**config.mk**
```make
export PLATFORM = sky130hd
export DESIGN_NAME = rv_mem_arbiter_flat
export DESIGN_NICKNAME = d
export VERILOG_FILES = /design/src/rtl/rv_mem_arbiter_if.sv /design/src/rtl/rv_mem_arbiter.sv /design/src/flat_wrapper.sv
export SDC_FILE = /design/constraint.sdc
export NUM_CORES = 1
export LEC_CHECK = 0
export CAP_MARGIN = 20
export CORE_AREA = 2 2 107 109
export CTS_CLUSTER_DIAMETER = 100
export DETAILED_ROUTE_END_ITERATION = 6
export DIE_AREA = 0 0 109 111
export MAX_ROUTING_LAYER = met4
export PLACE_DENSITY = 0.78
export REMOVE_ABC_BUFFERS = 1
export SYNTH_ARGS = -nofsm -noshare
export SYNTH_HDL_FRONTEND = slang
export SYNTH_SLANG_ARGS = --single-unit
```
**constraint.sdc**
```tcl
create_clock -name clk -period 3.1 [get_ports clk]
set_input_delay 0.62 -clock clk [delete_from_list [all_inputs] [get_ports clk]]
set_output_delay 0.62 -clock clk [all_outputs]
set_load 0.005 [all_outputs]
```
**src/rtl/rv_mem_arbiter_if.sv**
```systemverilog
// Bus bundle for rv_mem_arbiter: fetch and load/store requester channels, memory channel, grant/busy status.
// slave = arbiter side; master = requesters plus memory.
interface rv_mem_arbiter_if #(
   parameter int ADDR_W = 32,
   parameter int DATA_W = 32
);
   logic              if_addr_vld;
   logic [ADDR_W-1:0] if_addr;
   logic              if_addr_rsp;
   logic              if_data_vld;
   logic [DATA_W-1:0] if_rdata;
   logic              if_data_rsp;

   logic              ls_addr_vld;
   logic [ADDR_W-1:0] ls_addr;
   logic              ls_op;
   logic [1:0]        ls_size;
   logic [DATA_W-1:0] ls_wdata;
   logic              ls_addr_rsp;
   logic              ls_data_vld;
   logic [DATA_W-1:0] ls_rdata;
   logic              ls_data_rsp;

   logic              mem_addr_vld;
   logic [ADDR_W-1:0] mem_addr;
   logic              mem_op;
   logic [1:0]        mem_size;
   logic              mem_addr_rsp;
   logic              mem_wdata_vld;
   logic [DATA_W-1:0] mem_wdata;
   logic [DATA_W-1:0] mem_rdata;
   logic              mem_data_rsp;

   logic [1:0]        grant;
   logic              busy;

   modport slave (
      input  if_addr_vld, if_addr, if_data_vld,
      input  ls_addr_vld, ls_addr, ls_op, ls_size, ls_wdata, ls_data_vld,
      input  mem_addr_rsp, mem_rdata, mem_data_rsp,
      output if_addr_rsp, if_rdata, if_data_rsp,
      output ls_addr_rsp, ls_rdata, ls_data_rsp,
      output mem_addr_vld, mem_addr, mem_op, mem_size, mem_wdata_vld, mem_wdata,
      output grant, busy
   );

   modport master (
      output if_addr_vld, if_addr, if_data_vld,
      output ls_addr_vld, ls_addr, ls_op, ls_size, ls_wdata, ls_data_vld,
      output mem_addr_rsp, mem_rdata, mem_data_rsp,
      input  if_addr_rsp, if_rdata, if_data_rsp,
      input  ls_addr_rsp, ls_rdata, ls_data_rsp,
      input  mem_addr_vld, mem_addr, mem_op, mem_size, mem_wdata_vld, mem_wdata,
      input  grant, busy
   );
endinterface

```
**src/rtl/rv_mem_arbiter.sv**
```systemverilog
// Two-requester (fetch, load/store) arbiter onto a single split address/data memory port.
// Optional macro RV_MEM_ARB_RR_EN: round-robin tie break; otherwise load/store wins ties.
module rv_mem_arbiter #(
   parameter int ADDR_W = 32,
   parameter int DATA_W = 32
) (
   input logic           clk,
   input logic           rst,
   rv_mem_arbiter_if.slave bus
);
   typedef enum logic [1:0] {IDLE, ADDR, DATA} state_t;

   state_t            state;
   state_t            state_nxt;
   logic [1:0]        grant_q;
   logic [ADDR_W-1:0] cap_addr;
   logic              cap_op;
   logic [1:0]        cap_size;
   logic [DATA_W-1:0] cap_wdata;

   logic pick_if;
   logic pick_ls;
   logic start;
   logic owner_dvld;
   logic addr_done;
   logic data_done;

`ifdef RV_MEM_ARB_RR_EN
   // last_ls resets high so the first tie goes to fetch.
   logic last_ls;

   always_ff @(posedge clk or posedge rst) begin
      if (rst)
         last_ls <= 1'b1;
      else if (start)
         last_ls <= pick_ls;
   end

   always_comb begin
      pick_ls = bus.ls_addr_vld & (~bus.if_addr_vld | ~last_ls);
      pick_if = bus.if_addr_vld & ~pick_ls;
   end
`else
   always_comb begin
      pick_ls = bus.ls_addr_vld;
      pick_if = bus.if_addr_vld & ~bus.ls_addr_vld;
   end
`endif

   always_comb begin
      start      = (state == IDLE) & (pick_if | pick_ls);
      owner_dvld = (grant_q[0] & bus.if_data_vld) | (grant_q[1] & bus.ls_data_vld);
      addr_done  = (state == ADDR) & bus.mem_addr_rsp;
      data_done  = (state == DATA) & owner_dvld & bus.mem_data_rsp;
   end

   always_ff @(posedge clk or posedge rst) begin
      if (rst)
         state <= IDLE;
      else
         state <= state_nxt;
   end

   always_comb begin
      state_nxt = state;
      case (state)
         IDLE:    if (start)     state_nxt = ADDR;
         ADDR:    if (addr_done) state_nxt = DATA;
         DATA:    if (data_done) state_nxt = IDLE;
         default: state_nxt = IDLE;
      endcase
   end

   // Grant and captured request fields change only at the IDLE->ADDR transition.
   always_ff @(posedge clk or posedge rst) begin
      if (rst) begin
         grant_q   <= '0;
         cap_addr  <= '0;
         cap_op    <= 1'b0;
         cap_size  <= '0;
         cap_wdata <= '0;
      end else if (start) begin
         grant_q <= {pick_ls, pick_if};
         if (pick_ls) begin
            cap_addr  <= bus.ls_addr;
            cap_op    <= bus.ls_op;
            cap_size  <= bus.ls_size;
            cap_wdata <= bus.ls_wdata;
         end else begin
            cap_addr  <= bus.if_addr;
            cap_op    <= 1'b0;
            cap_size  <= 2'd2;
            cap_wdata <= '0;
         end
      end else if (data_done) begin
         grant_q <= '0;
      end
   end

   always_comb begin
      bus.mem_addr_vld  = (state == ADDR);
      bus.mem_addr      = cap_addr;
      bus.mem_op        = cap_op;
      bus.mem_size      = cap_size;
      bus.mem_wdata     = cap_wdata;
      bus.mem_wdata_vld = (state == DATA) & owner_dvld;
      bus.if_addr_rsp   = addr_done & grant_q[0];
      bus.ls_addr_rsp   = addr_done & grant_q[1];
      bus.if_data_rsp   = data_done & grant_q[0];
      bus.ls_data_rsp   = data_done & grant_q[1];
      bus.if_rdata      = bus.mem_rdata;
      bus.ls_rdata      = bus.mem_rdata;
      bus.grant         = grant_q;
      bus.busy          = (state != IDLE);
   end
endmodule
```
**src/flat_wrapper.sv**
```systemverilog
// flat-port wrapper written by rule: the top's interface ports become plain ports
module rv_mem_arbiter_flat 
#(
   parameter int ADDR_W = 32,
   parameter int DATA_W = 32
)
  (clk, rst, bus_if_addr_vld, bus_if_addr, bus_if_data_vld, bus_ls_addr_vld, bus_ls_addr, bus_ls_op, bus_ls_size, bus_ls_wdata, bus_ls_data_vld, bus_mem_addr_rsp, bus_mem_rdata, bus_mem_data_rsp, bus_if_addr_rsp, bus_if_rdata, bus_if_data_rsp, bus_ls_addr_rsp, bus_ls_rdata, bus_ls_data_rsp, bus_mem_addr_vld, bus_mem_addr, bus_mem_op, bus_mem_size, bus_mem_wdata_vld, bus_mem_wdata, bus_grant, bus_busy);
  rv_mem_arbiter_if #(.ADDR_W(ADDR_W), .DATA_W(DATA_W)) bus_i ();
  input logic clk;
  input logic rst;
  input wire logic [$bits(bus_i.if_addr_vld)-1:0] bus_if_addr_vld;
  input wire logic [$bits(bus_i.if_addr)-1:0] bus_if_addr;
  input wire logic [$bits(bus_i.if_data_vld)-1:0] bus_if_data_vld;
  input wire logic [$bits(bus_i.ls_addr_vld)-1:0] bus_ls_addr_vld;
  input wire logic [$bits(bus_i.ls_addr)-1:0] bus_ls_addr;
  input wire logic [$bits(bus_i.ls_op)-1:0] bus_ls_op;
  input wire logic [$bits(bus_i.ls_size)-1:0] bus_ls_size;
  input wire logic [$bits(bus_i.ls_wdata)-1:0] bus_ls_wdata;
  input wire logic [$bits(bus_i.ls_data_vld)-1:0] bus_ls_data_vld;
  input wire logic [$bits(bus_i.mem_addr_rsp)-1:0] bus_mem_addr_rsp;
  input wire logic [$bits(bus_i.mem_rdata)-1:0] bus_mem_rdata;
  input wire logic [$bits(bus_i.mem_data_rsp)-1:0] bus_mem_data_rsp;
  output wire logic [$bits(bus_i.if_addr_rsp)-1:0] bus_if_addr_rsp;
  output wire logic [$bits(bus_i.if_rdata)-1:0] bus_if_rdata;
  output wire logic [$bits(bus_i.if_data_rsp)-1:0] bus_if_data_rsp;
  output wire logic [$bits(bus_i.ls_addr_rsp)-1:0] bus_ls_addr_rsp;
  output wire logic [$bits(bus_i.ls_rdata)-1:0] bus_ls_rdata;
  output wire logic [$bits(bus_i.ls_data_rsp)-1:0] bus_ls_data_rsp;
  output wire logic [$bits(bus_i.mem_addr_vld)-1:0] bus_mem_addr_vld;
  output wire logic [$bits(bus_i.mem_addr)-1:0] bus_mem_addr;
  output wire logic [$bits(bus_i.mem_op)-1:0] bus_mem_op;
  output wire logic [$bits(bus_i.mem_size)-1:0] bus_mem_size;
  output wire logic [$bits(bus_i.mem_wdata_vld)-1:0] bus_mem_wdata_vld;
  output wire logic [$bits(bus_i.mem_wdata)-1:0] bus_mem_wdata;
  output wire logic [$bits(bus_i.grant)-1:0] bus_grant;
  output wire logic [$bits(bus_i.busy)-1:0] bus_busy;
  assign bus_i.if_addr_vld = bus_if_addr_vld;
  assign bus_i.if_addr = bus_if_addr;
  assign bus_i.if_data_vld = bus_if_data_vld;
  assign bus_i.ls_addr_vld = bus_ls_addr_vld;
  assign bus_i.ls_addr = bus_ls_addr;
  assign bus_i.ls_op = bus_ls_op;
  assign bus_i.ls_size = bus_ls_size;
  assign bus_i.ls_wdata = bus_ls_wdata;
  assign bus_i.ls_data_vld = bus_ls_data_vld;
  assign bus_i.mem_addr_rsp = bus_mem_addr_rsp;
  assign bus_i.mem_rdata = bus_mem_rdata;
  assign bus_i.mem_data_rsp = bus_mem_data_rsp;
  assign bus_if_addr_rsp = bus_i.if_addr_rsp;
  assign bus_if_rdata = bus_i.if_rdata;
  assign bus_if_data_rsp = bus_i.if_data_rsp;
  assign bus_ls_addr_rsp = bus_i.ls_addr_rsp;
  assign bus_ls_rdata = bus_i.ls_rdata;
  assign bus_ls_data_rsp = bus_i.ls_data_rsp;
  assign bus_mem_addr_vld = bus_i.mem_addr_vld;
  assign bus_mem_addr = bus_i.mem_addr;
  assign bus_mem_op = bus_i.mem_op;
  assign bus_mem_size = bus_i.mem_size;
  assign bus_mem_wdata_vld = bus_i.mem_wdata_vld;
  assign bus_mem_wdata = bus_i.mem_wdata;
  assign bus_grant = bus_i.grant;
  assign bus_busy = bus_i.busy;
  rv_mem_arbiter #(.ADDR_W(ADDR_W), .DATA_W(DATA_W)) u_core (.clk(clk), .rst(rst), .bus(bus_i));
endmodule
```
* Word level (Yosys, flattened, before mapping)
Index checks and enable logic that the tools add are counted.
** Word-level totals
- Word-level logic and storage cells :: 38
- Input bits :: 139
- Flip-flop bits (word level) :: 71
- Output and inout bits :: 140
** Cells by class
- Reductions and logical operators :: 4
- Multiplexer cells :: 9
- Equality and inequality tests :: 5
- Bitwise operators :: 14
** Operators with widths (number)
- 32-bit 2-to-1 mux :: 2
- 1-bit bitwise AND :: 11
- 2-bit 2-to-1 mux :: 5
- 2-bit by 1-bit != test with 1-bit output, second input constant :: 3
- 2-bit case mux with 3 select lines :: 1
- 2-bit nonzero test :: 2
- 3-bit AND reduction :: 1
- 2-bit by 1-bit == test with 1-bit output, second input constant :: 1
- 2-bit == test, second input constant :: 1
- 2-bit logical NOT :: 1
- 1-bit bitwise OR :: 2
- 1-bit 2-to-1 mux :: 1
- 1-bit NOT :: 1

* Longest topological paths before layout
Gate-level depths: netlist (run 1).
- Depth in word-level cells :: 6
- Mapped depth :: 5
- Depth with buffers taken out :: 3

* Worst setup path before layout (run 1)
No wires, ideal clock.
- Kind :: input -> output
- From :: input bus_if_data_vld
- To :: output bus_if_data_rsp
- Slack :: 1.247 ns
- Data arrival time :: 1.233 ns
- Cell stages on the path :: 3
- Buffers on the path :: 0
- Data required time :: 2.480 ns
- Cell sequence :: a22oi_1 > nor3b_1 > and2_1
** Between the ends
- Word-level cells in the longest chain between the ends :: 5
** RTL lines
- from (decl) :: RTL line flat_wrapper.sv:13 : input wire logic [$bits(bus_i.if_data_vld)-1:0] bus_if_data_vld;
- 1-bit bitwise AND :: RTL line rv_mem_arbiter.sv:52 : owner_dvld = (grant_q[0] & bus.if_data_vld) | (grant_q[1] & bus.ls_data_vld);
- 1-bit bitwise OR :: RTL line rv_mem_arbiter.sv:52
- 1-bit bitwise AND (2 in a row) :: RTL line rv_mem_arbiter.sv:54 : data_done = (state == DATA) & owner_dvld & bus.mem_data_rsp;
- 1-bit bitwise AND :: RTL line rv_mem_arbiter.sv:109 : bus.if_data_rsp = data_done & grant_q[0];
- to (decl) :: RTL line flat_wrapper.sv:25 : output wire logic [$bits(bus_i.if_data_rsp)-1:0] bus_if_data_rsp;
Every way passes these cells.

* Worst setup path after layout (run 1)
- From :: input bus_if_data_vld
- To :: output bus_ls_data_rsp
** Between the ends
- Word-level cells in the longest chain between the ends :: 5
** RTL lines
- 1-bit bitwise AND :: RTL line rv_mem_arbiter.sv:52
- 1-bit bitwise OR :: RTL line rv_mem_arbiter.sv:52
- 1-bit bitwise AND (2 in a row) :: RTL line rv_mem_arbiter.sv:54
- 1-bit bitwise AND :: RTL line rv_mem_arbiter.sv:110 : bus.ls_data_rsp = data_done & grant_q[1];
- to (decl) :: RTL line flat_wrapper.sv:28 : output wire logic [$bits(bus_i.ls_data_rsp)-1:0] bus_ls_data_rsp;
Every way passes these cells.

==> results of run 1 <==
## sequential cells by signal (all words and copies together), names as in the netlist
register,count
u_core.bus.mem_op,1
u_core.state,2
u_core.bus.grant,2
u_core.bus.mem_addr,32
u_core.bus.mem_size,2
u_core.bus.mem_wdata,32
## layer usage
layer / vias to the layer above / global-route usage (%) / part of all wire (%)
met3: 9 / 13.9 / 18
met1: 1210 / 22.8 / 43
met4: 0 / 6.15 / 1.1
met5: - / - / 0
li1: 1139 / - / -
met2: 236 / 23.6 / 38
## layout make-up
cell class | count | share of cell area (%)
clock buffers | 10 | 4.40
clock inverters | 6 | 1.11
inverters | 4 | 0.276
multi-input cells | 120 | 23.3
flip-flops and latches | 71 | 32.7
well taps | 143 | 3.29
repair buffers | 189 | 35.0
## cell usage in the layout, fill, tap and decap left out, drive strengths merged
master	instances
clkdlybuf4s50	182
and2	3
o22ai	1
or3b	1
clkbuf	10
and3	1
clkinvlp	2
o31ai	1
bufinv	1
buf	7
nor2	3
nand2b	1
o21ai	3
nand2	3
a22o	34
dfrtp	71
clkinv	3
inv	4
o21a	1
nor2b	1
nor3b	1
a22oi	1
o22a	1
mux2	64
## path summary, 6_finish.rpt
check | end | slack (ns)
setup / recovery | bus_ls_data_rsp | 0.23
hold / removal | u_core.bus.mem_addr[22]$_DFFE_PP0P_ | 0.50
setup reg to reg | u_core.bus.mem_addr[28]$_DFFE_PP0P_ | 1.57
hold reg to reg | u_core.bus.mem_addr[22]$_DFFE_PP0P_ | 0.50
max in group asynchronous | u_core.bus.mem_addr[8]$_DFFE_PP0P_ | 1.67
min in group asynchronous | u_core.bus.mem_wdata[18]$_DFFE_PP0P_ | 0.71
## cells by family (layout without fill, tap and decap cells)
logic type | Yosys count | after routing | synth area share [%]
flip-flops | 71 | 71 | 48.3
multiplexers | 64 | 64 | 22.5
AO/OA/AOI/OAI | 42 | 42 | 9.64
AND/OR/NAND/NOR | 14 | 14 | 2.28
buffers and inverters | 83 | 209 | 17.3
## metrics by stage
step,setup WS [ns],instances,power (mW)
final,0.233,543,5.01
after global routing,0.158,543,5.32
after CTS,0.254,543,5.06
after detailed placement,0.259,527,4.01
after global placement,0.384,527,3.97
after floorplan,0.683,195,2.66
## power breakdown
part           total (mW)  internal [mW]  leakage, nW  switching (mW)
registers            1.70           1.41        0.869           0.294
clock network        1.01          0.639        0.144           0.370
logic                2.30           1.58         1.29           0.719
total                5.01           3.62         2.31            1.38
==> results.md, run 1 <==
* Outcome: finished, final reports clean
* Ys Warns at 0
* FP Rows at 39
* CP max stage delay at 0.51 ns
* Peak supply drop at 388 uV
* Antenna cells at 0
* Worst hold margin at 0.503 ns
* Via count of the routed design at 2594
* Most used cell, CP: clkdlybuf4s50_1
* Hold Crit Depth at 1
* Global-route wire length before repair at 16.1 mm
* Filler instances at 989
* Clock transition at the registers of the reported paths at 0.05 ns
* Worst path required time at 2.48 ns
* Largest net degree at the start of global routing at 37
* Clk sinks at 71
* Post-synth EDFFs at 0
* DRC at 0
* H-tree depth at 3
* Worst Min Path Start: u_core.bus.mem_addr[22]$_DFFE_PP0P_
* IO Port Bufs at 182
* Root buffer cell: clkbuf_16
* Layout Nets at 534
* Fin area at 0.00543 mm^2
* Post-layout min period at 2.87 ns
* Sequential fraction of the synthesis area at 48.3%
* I/O Pins at 279
* GRT overflow at 0
* Iteration-0 DRC count of the detailed router at 160
* Worst path top cell family by delay: buffers and inverters
* CP cell instances: clkdlybuf4s50_1 -> a22oi_1 -> nor3b_1 -> and2_1 -> clkdlybuf4s50_1
* Setup CP Type: input pin to output port
* Fin. Hold Viols at 0
* Synth top area share at 48.3%
* List of most frequent post-synthesis cells: dfrtp_1, buf_4, mux2_2
* Detailed Route WL at 11.0 mm
* Crit Path Max Fanout at 3
* Syn Area/Cell at 13.4 um^2
* Die width at 109 um
* CP bufs+invs at 2
* Max Root-Sink Buffers at 2
* Most frequent cell after synthesis: dfrtp_1
* Final setup violating endpoints at 0
* Die height at 111 um
* CP Depth at 5
* Wire per inst at 20.2 um
* Worst Reg-to-Reg Cells at 4
* Post-CTS Hold Fix Bufs at 0
* Setup bufs post-CTS at 0
* P_leak at 2.31 nW
* Crit path launch: bus_if_data_vld
* CTS tree: yes
* Initial antenna violation count at 0
* Cell taking the most area after synthesis: dfrtp_1
* Tightest Pin Transition at 0.669 ns
* Max-slew headroom at 55.3%
* Yosys reg bits at 71
* CP endpoint kind: output port
* Area delta synth->final at 47.9%
* Cell area after placement at 0.00513 mm^2
* Core Area at 0.0111 mm^2
* Main synth FF type: dfrtp_1
* Fraction of layout cells with a size suffix above 1 at 23.0%
* Worst path slowest cell: clkdlybuf4s50_1
* PD cells at 921 mW/mm^2
* Post-CTS resize count at 0
* Yosys cell types at 26
* GRT Overall Usage at 18.7%
* Synthesized area at 0.00367 mm^2
* Worst setup SP type: input pin
* Fmax at 0.349 GHz
* First-pass DRT Iterations at 5
* Setup TNS at 0 ns
* Arrival @ worst endpoint at 2.25 ns
* TritonCTS Buffers at 9
* Cell count after synthesis at 274
* Hold Path Class: flop to flop
* Storage element area at 0.00178 mm^2
* RSZ-0062 raised after global routing: no
* Vias in the first global route at 2761
* Final Core Density at 49.1%
* Die area at 0.0121 mm^2
* Number of routed nets with antenna violations at 0
* Period utilization at 92.5%
* Initial Util at 33.2%
* Vias per std cell at 4.78
* Top post-synthesis cells by area: dfrtp_1, buf_4, mux2_4
* HPWL Detailed at 8.35 mm
* Worst Skew at 0.00448 ns
* Skew-Pair Late Insertion Delay at 0.33 ns
* Max_cap viols at 0
* Multi-input gate area at 0.00126 mm^2
* Worst R2R Start: u_core.state[1]$_DFFE_PP0P_
* Asr flop ratio synth at 100%
* Final Slew Violations at 0
* GP Congestion at 0.832
(Power assumes the default switching activity.)
==> run 2: changes to the inputs <==
CORE_AREA = default   (was 2 2 107 109)
CORE_MARGIN = 1   (was default)
CORE_UTILIZATION = 31   (was default)
DIE_AREA = default   (was 0 0 109 111)
PLACE_DENSITY = 0.76   (was 0.78)
TNS_END_PERCENT = 20   (was default)
clock period = 2.3 ns   (was 3.1 ns; I/O delays follow)
==> run 2 against run 1 <==
Against the previous run:
- wire length is 5.1% lower
- global-route usage is 1.1 points lower
- combinational power is 37% higher
- largest cell class unchanged
==> results.md, run 2 (same netlist as run 1, synthesis figures left out) <==
* Grt met3 use at 13.9% (about the same)
* Setup TNS at 0 ns (unchanged)
* First-pass DRT Iterations at 4 (was 5)
* Period utilization at 92.6%
* CTS tree: yes (unchanged)
* Commonest non-fill, non-tap cells in the layout: clkdlybuf4s50_1, dfrtp_1, mux2_2 (unchanged)
* Post-layout min period at 2.13 ns
* GRT overflow at 0 (unchanged)
* Fmax at 0.469 GHz
* Final Slew Violations at 0 (unchanged)
* Hold Crit Depth at 1 (unchanged)
* Number of routed nets with antenna violations at 0 (unchanged)
* FP Rows at 39 (unchanged)
* Final setup violating endpoints at 0 (unchanged)
* Worst path required time at 1.84 ns (was 2.48 ns)
* Die area at 0.0123 mm^2 (was 0.0121 mm^2)
* PD cells at 1250 mW/mm^2 (was 921 mW/mm^2)
* Arrival @ worst endpoint at 1.67 ns (was 2.25 ns)
* Vias per std cell at 4.67 (was 4.78)
* Reg2reg setup slack at 0.77 ns (was 1.57 ns)
* Peak supply drop at 561 uV (was 388 uV)
* Hold Path Class: flop to flop (unchanged)
* Met2 usage at 22.0% (was 23.6%)
* Root buffer cell: clkbuf_16 (unchanged)
* CP cell instances: nor2b_2 -> nand2_1 -> nor2_1 -> clkdlybuf4s50_1 (was clkdlybuf4s50_1 -> a22oi_1 -> nor3b_1 -> and2_1 -> clkdlybuf4s50_1)
* Die height at 111 um (about the same)
* P_leak at 2.36 nW (was 2.31 nW)
* Area delta synth->final at 50.1% (was 47.9%)
* Iteration-0 DRC count of the detailed router at 60 (was 160)
* I/O Pins at 279 (unchanged)
* Cell Count, Final, Fillers Out at 545 (was 543)
* Global-route wire length before repair at 15.8 mm (was 16.1 mm)
* HPWL Detailed at 7.81 mm (was 8.35 mm)
* Setup slack after layout at 0.170 ns (was 0.233 ns)
* Busiest layer in global routing: met2 (unchanged)
* Antenna cells at 0 (unchanged)
* Detailed Route WL at 10.4 mm (was 11.0 mm)
* Initial antenna violation count at 0 (unchanged)
* Clock transition at the registers of the reported paths at 0.05 ns (about the same)
* Hold Path Sink: u_core.bus.mem_wdata[26]$_DFFE_PP0P_ (was u_core.bus.mem_addr[22]$_DFFE_PP0P_)
* R2r endpoint: u_core.bus.mem_addr[31]$_DFFE_PP0P_ (was u_core.bus.mem_addr[28]$_DFFE_PP0P_)
* Tightest Pin Transition at 0.356 ns (was 0.669 ns)
* Worst path slowest cell: clkdlybuf4s50_1 (unchanged)
* Fin. Hold Viols at 0 (unchanged)
* Max-slew headroom at 76.3% (was 55.3%)
* Met1 GRT Util at 20.8% (was 22.8%)
* Wire per inst at 19.1 um (was 20.2 um)
* Vias in the first global route at 2776 (was 2761)
* TritonCTS Buffers at 9 (unchanged)
* Initial Util at 32.0% (was 33.2%)
* Layout Nets at 536 (was 534)
* H-tree depth at 3 (unchanged)
* Clk sinks at 71 (unchanged)
* CP endpoint kind: output port (unchanged)
* Worst Skew at 0.00578 ns (was 0.00448 ns)
* Worst R2R Start: u_core.state[1]$_DFFE_PP0P_ (unchanged)
* Skew-Pair Late Insertion Delay at 0.32 ns (was 0.33 ns)
* Die width at 111 um (was 109 um)
* Largest net degree at the start of global routing at 72 (was 37)
* Worst setup SP type: flop (was input pin)
* Via count of the routed design at 2545 (was 2594)
* CP max stage delay at 0.52 ns (was 0.51 ns)
* Placed insts at 529 (was 527)
* GRT Overall Usage at 17.6% (was 18.7%)
* Setup bufs post-CTS at 0 (unchanged)
* DP Worst Slack at -0.187 ns (was 0.259 ns)
* RSZ-0062 raised after global routing: no (unchanged)
* Worst Reg-to-Reg Cells at 4 (unchanged)
* Commonest non-fill, non-tap cell in the layout: clkdlybuf4s50_1 (unchanged)
* GP Congestion at 0.819 (was 0.832)
* Worst Min Path Start: u_core.bus.mem_wdata[26]$_DFFE_PP0P_ (was u_core.bus.mem_addr[22]$_DFFE_PP0P_)
* DRC at 0 (unchanged)
* Fraction of layout cells with a size suffix above 1 at 23.4% (was 23.0%)
* Max Root-Sink Buffers at 2 (unchanged)
* Filler instances at 1036 (was 989)
* Crit Path Max Fanout at 4 (was 3)
* Total Power at 6.91 mW (was 5.01 mW)
* Core Area at 0.0115 mm^2 (was 0.0111 mm^2)
* IO Port Bufs at 182 (unchanged)
* Outcome: finished, final reports clean (unchanged)
* Setup CP Type: flop to output port (was input pin to output port)
* Max_cap viols at 0 (unchanged)
==> run 2: cell types whose count changed in the layout (fill, tap and decap cells not counted), sizes merged <==
cell,change
clkinvlp,-2
dlygate4sd2,+3
bufinv,+1
buf,+2
clkbuf,+3
clkinv,-2
clkdlybuf4s50,-3
==> run 2: report_power, final <==
| group | total (mW) | internal (mW) | switching [mW] |
|---|---|---|---|
| clock network | 1.49 | 1.01 | 0.482 |
| registers | 2.28 | 1.89 | 0.386 |
| logic | 3.14 | 2.17 | 0.964 |
==> run 2: through the flow <==
step	utilization [%]	instance area [um^2]	hold WS (ns)
after floorplan	-	3060	0.498
after global placement	45.2	5190	0.489
after detailed placement	45.2	5190	0.491
after CTS	48.1	5510	0.507
after global routing	48.1	5520	0.512
final	48.1	5520	0.502
==> run 2: worst max-delay path, delay by kind of cell (launching register included) <==
family,cells,cell delay [ns]
simple gates,3,0.42
buf+inv,1,0.52
flops,1,0.42
==> run 2: metal layers <==
layer  up-vias  routed length, um  part of all wire, %
li1       1141                  -                    -
met3         7               1900                   18
met2       221               4030                   39
met1      1176               4400                   42
met4         0                 91                 0.87
met5         -                  0                    0
==> run 2: cell type report <==
class	count	area (um^2)	share of cell area, %
Tap cell	143	179	3.24
Clock inverter	3	65.1	1.18
Timing Repair Buffer	191	1950	35.3
Inverter	4	15.0	0.272
Sequential cell	71	1780	32.2
Multi-Input combinational cell	120	1270	23.1
Clock buffer	13	260	4.72
==> run 2: repair_timing <==
item | in CTS | in global routing
gates resized for setup | 4 | 1
gates cloned | 0 | 0
pin swaps | 3 | 0
setup endpoints to repair | 2 | 1
hold buffers | 0 | 0
==> run 2: worst max-delay path by stage <==
| stage | startpoint | end | slack, ns | depth (start not counted) |
|---|---|---|---|---|
| 5_1_grt | u_core.state[0]$_DFFE_PP0P_ | bus_ls_addr_rsp | 0.08 | 4 |
| 4_1_cts | u_core.state[0]$_DFFE_PP0P_ | bus_ls_addr_rsp | 0.07 | 4 |
| 3_5_place_dp | bus_if_data_vld | bus_ls_data_rsp | -0.19 | 5 |
| 6_report | u_core.state[0]$_DFFE_PP0P_ | bus_ls_addr_rsp | 0.17 | 4 |
| 3_3_place_gp | bus_if_data_vld | bus_ls_data_rsp | -0.1 | 5 |
| 2_1_floorplan | u_core.state[1]$_DFFE_PP0P_ | u_core.bus.mem_addr[28]$_DFFE_PP0P_ | 0.001 | 3 |
==> run 3: changes to the inputs <==
CAP_MARGIN = default   (was 20)
SETUP_SLACK_MARGIN = 0.02   (was default)
==> results of run 3 <==
No change in the layout: final DEF, timing and power equal those of run 2.
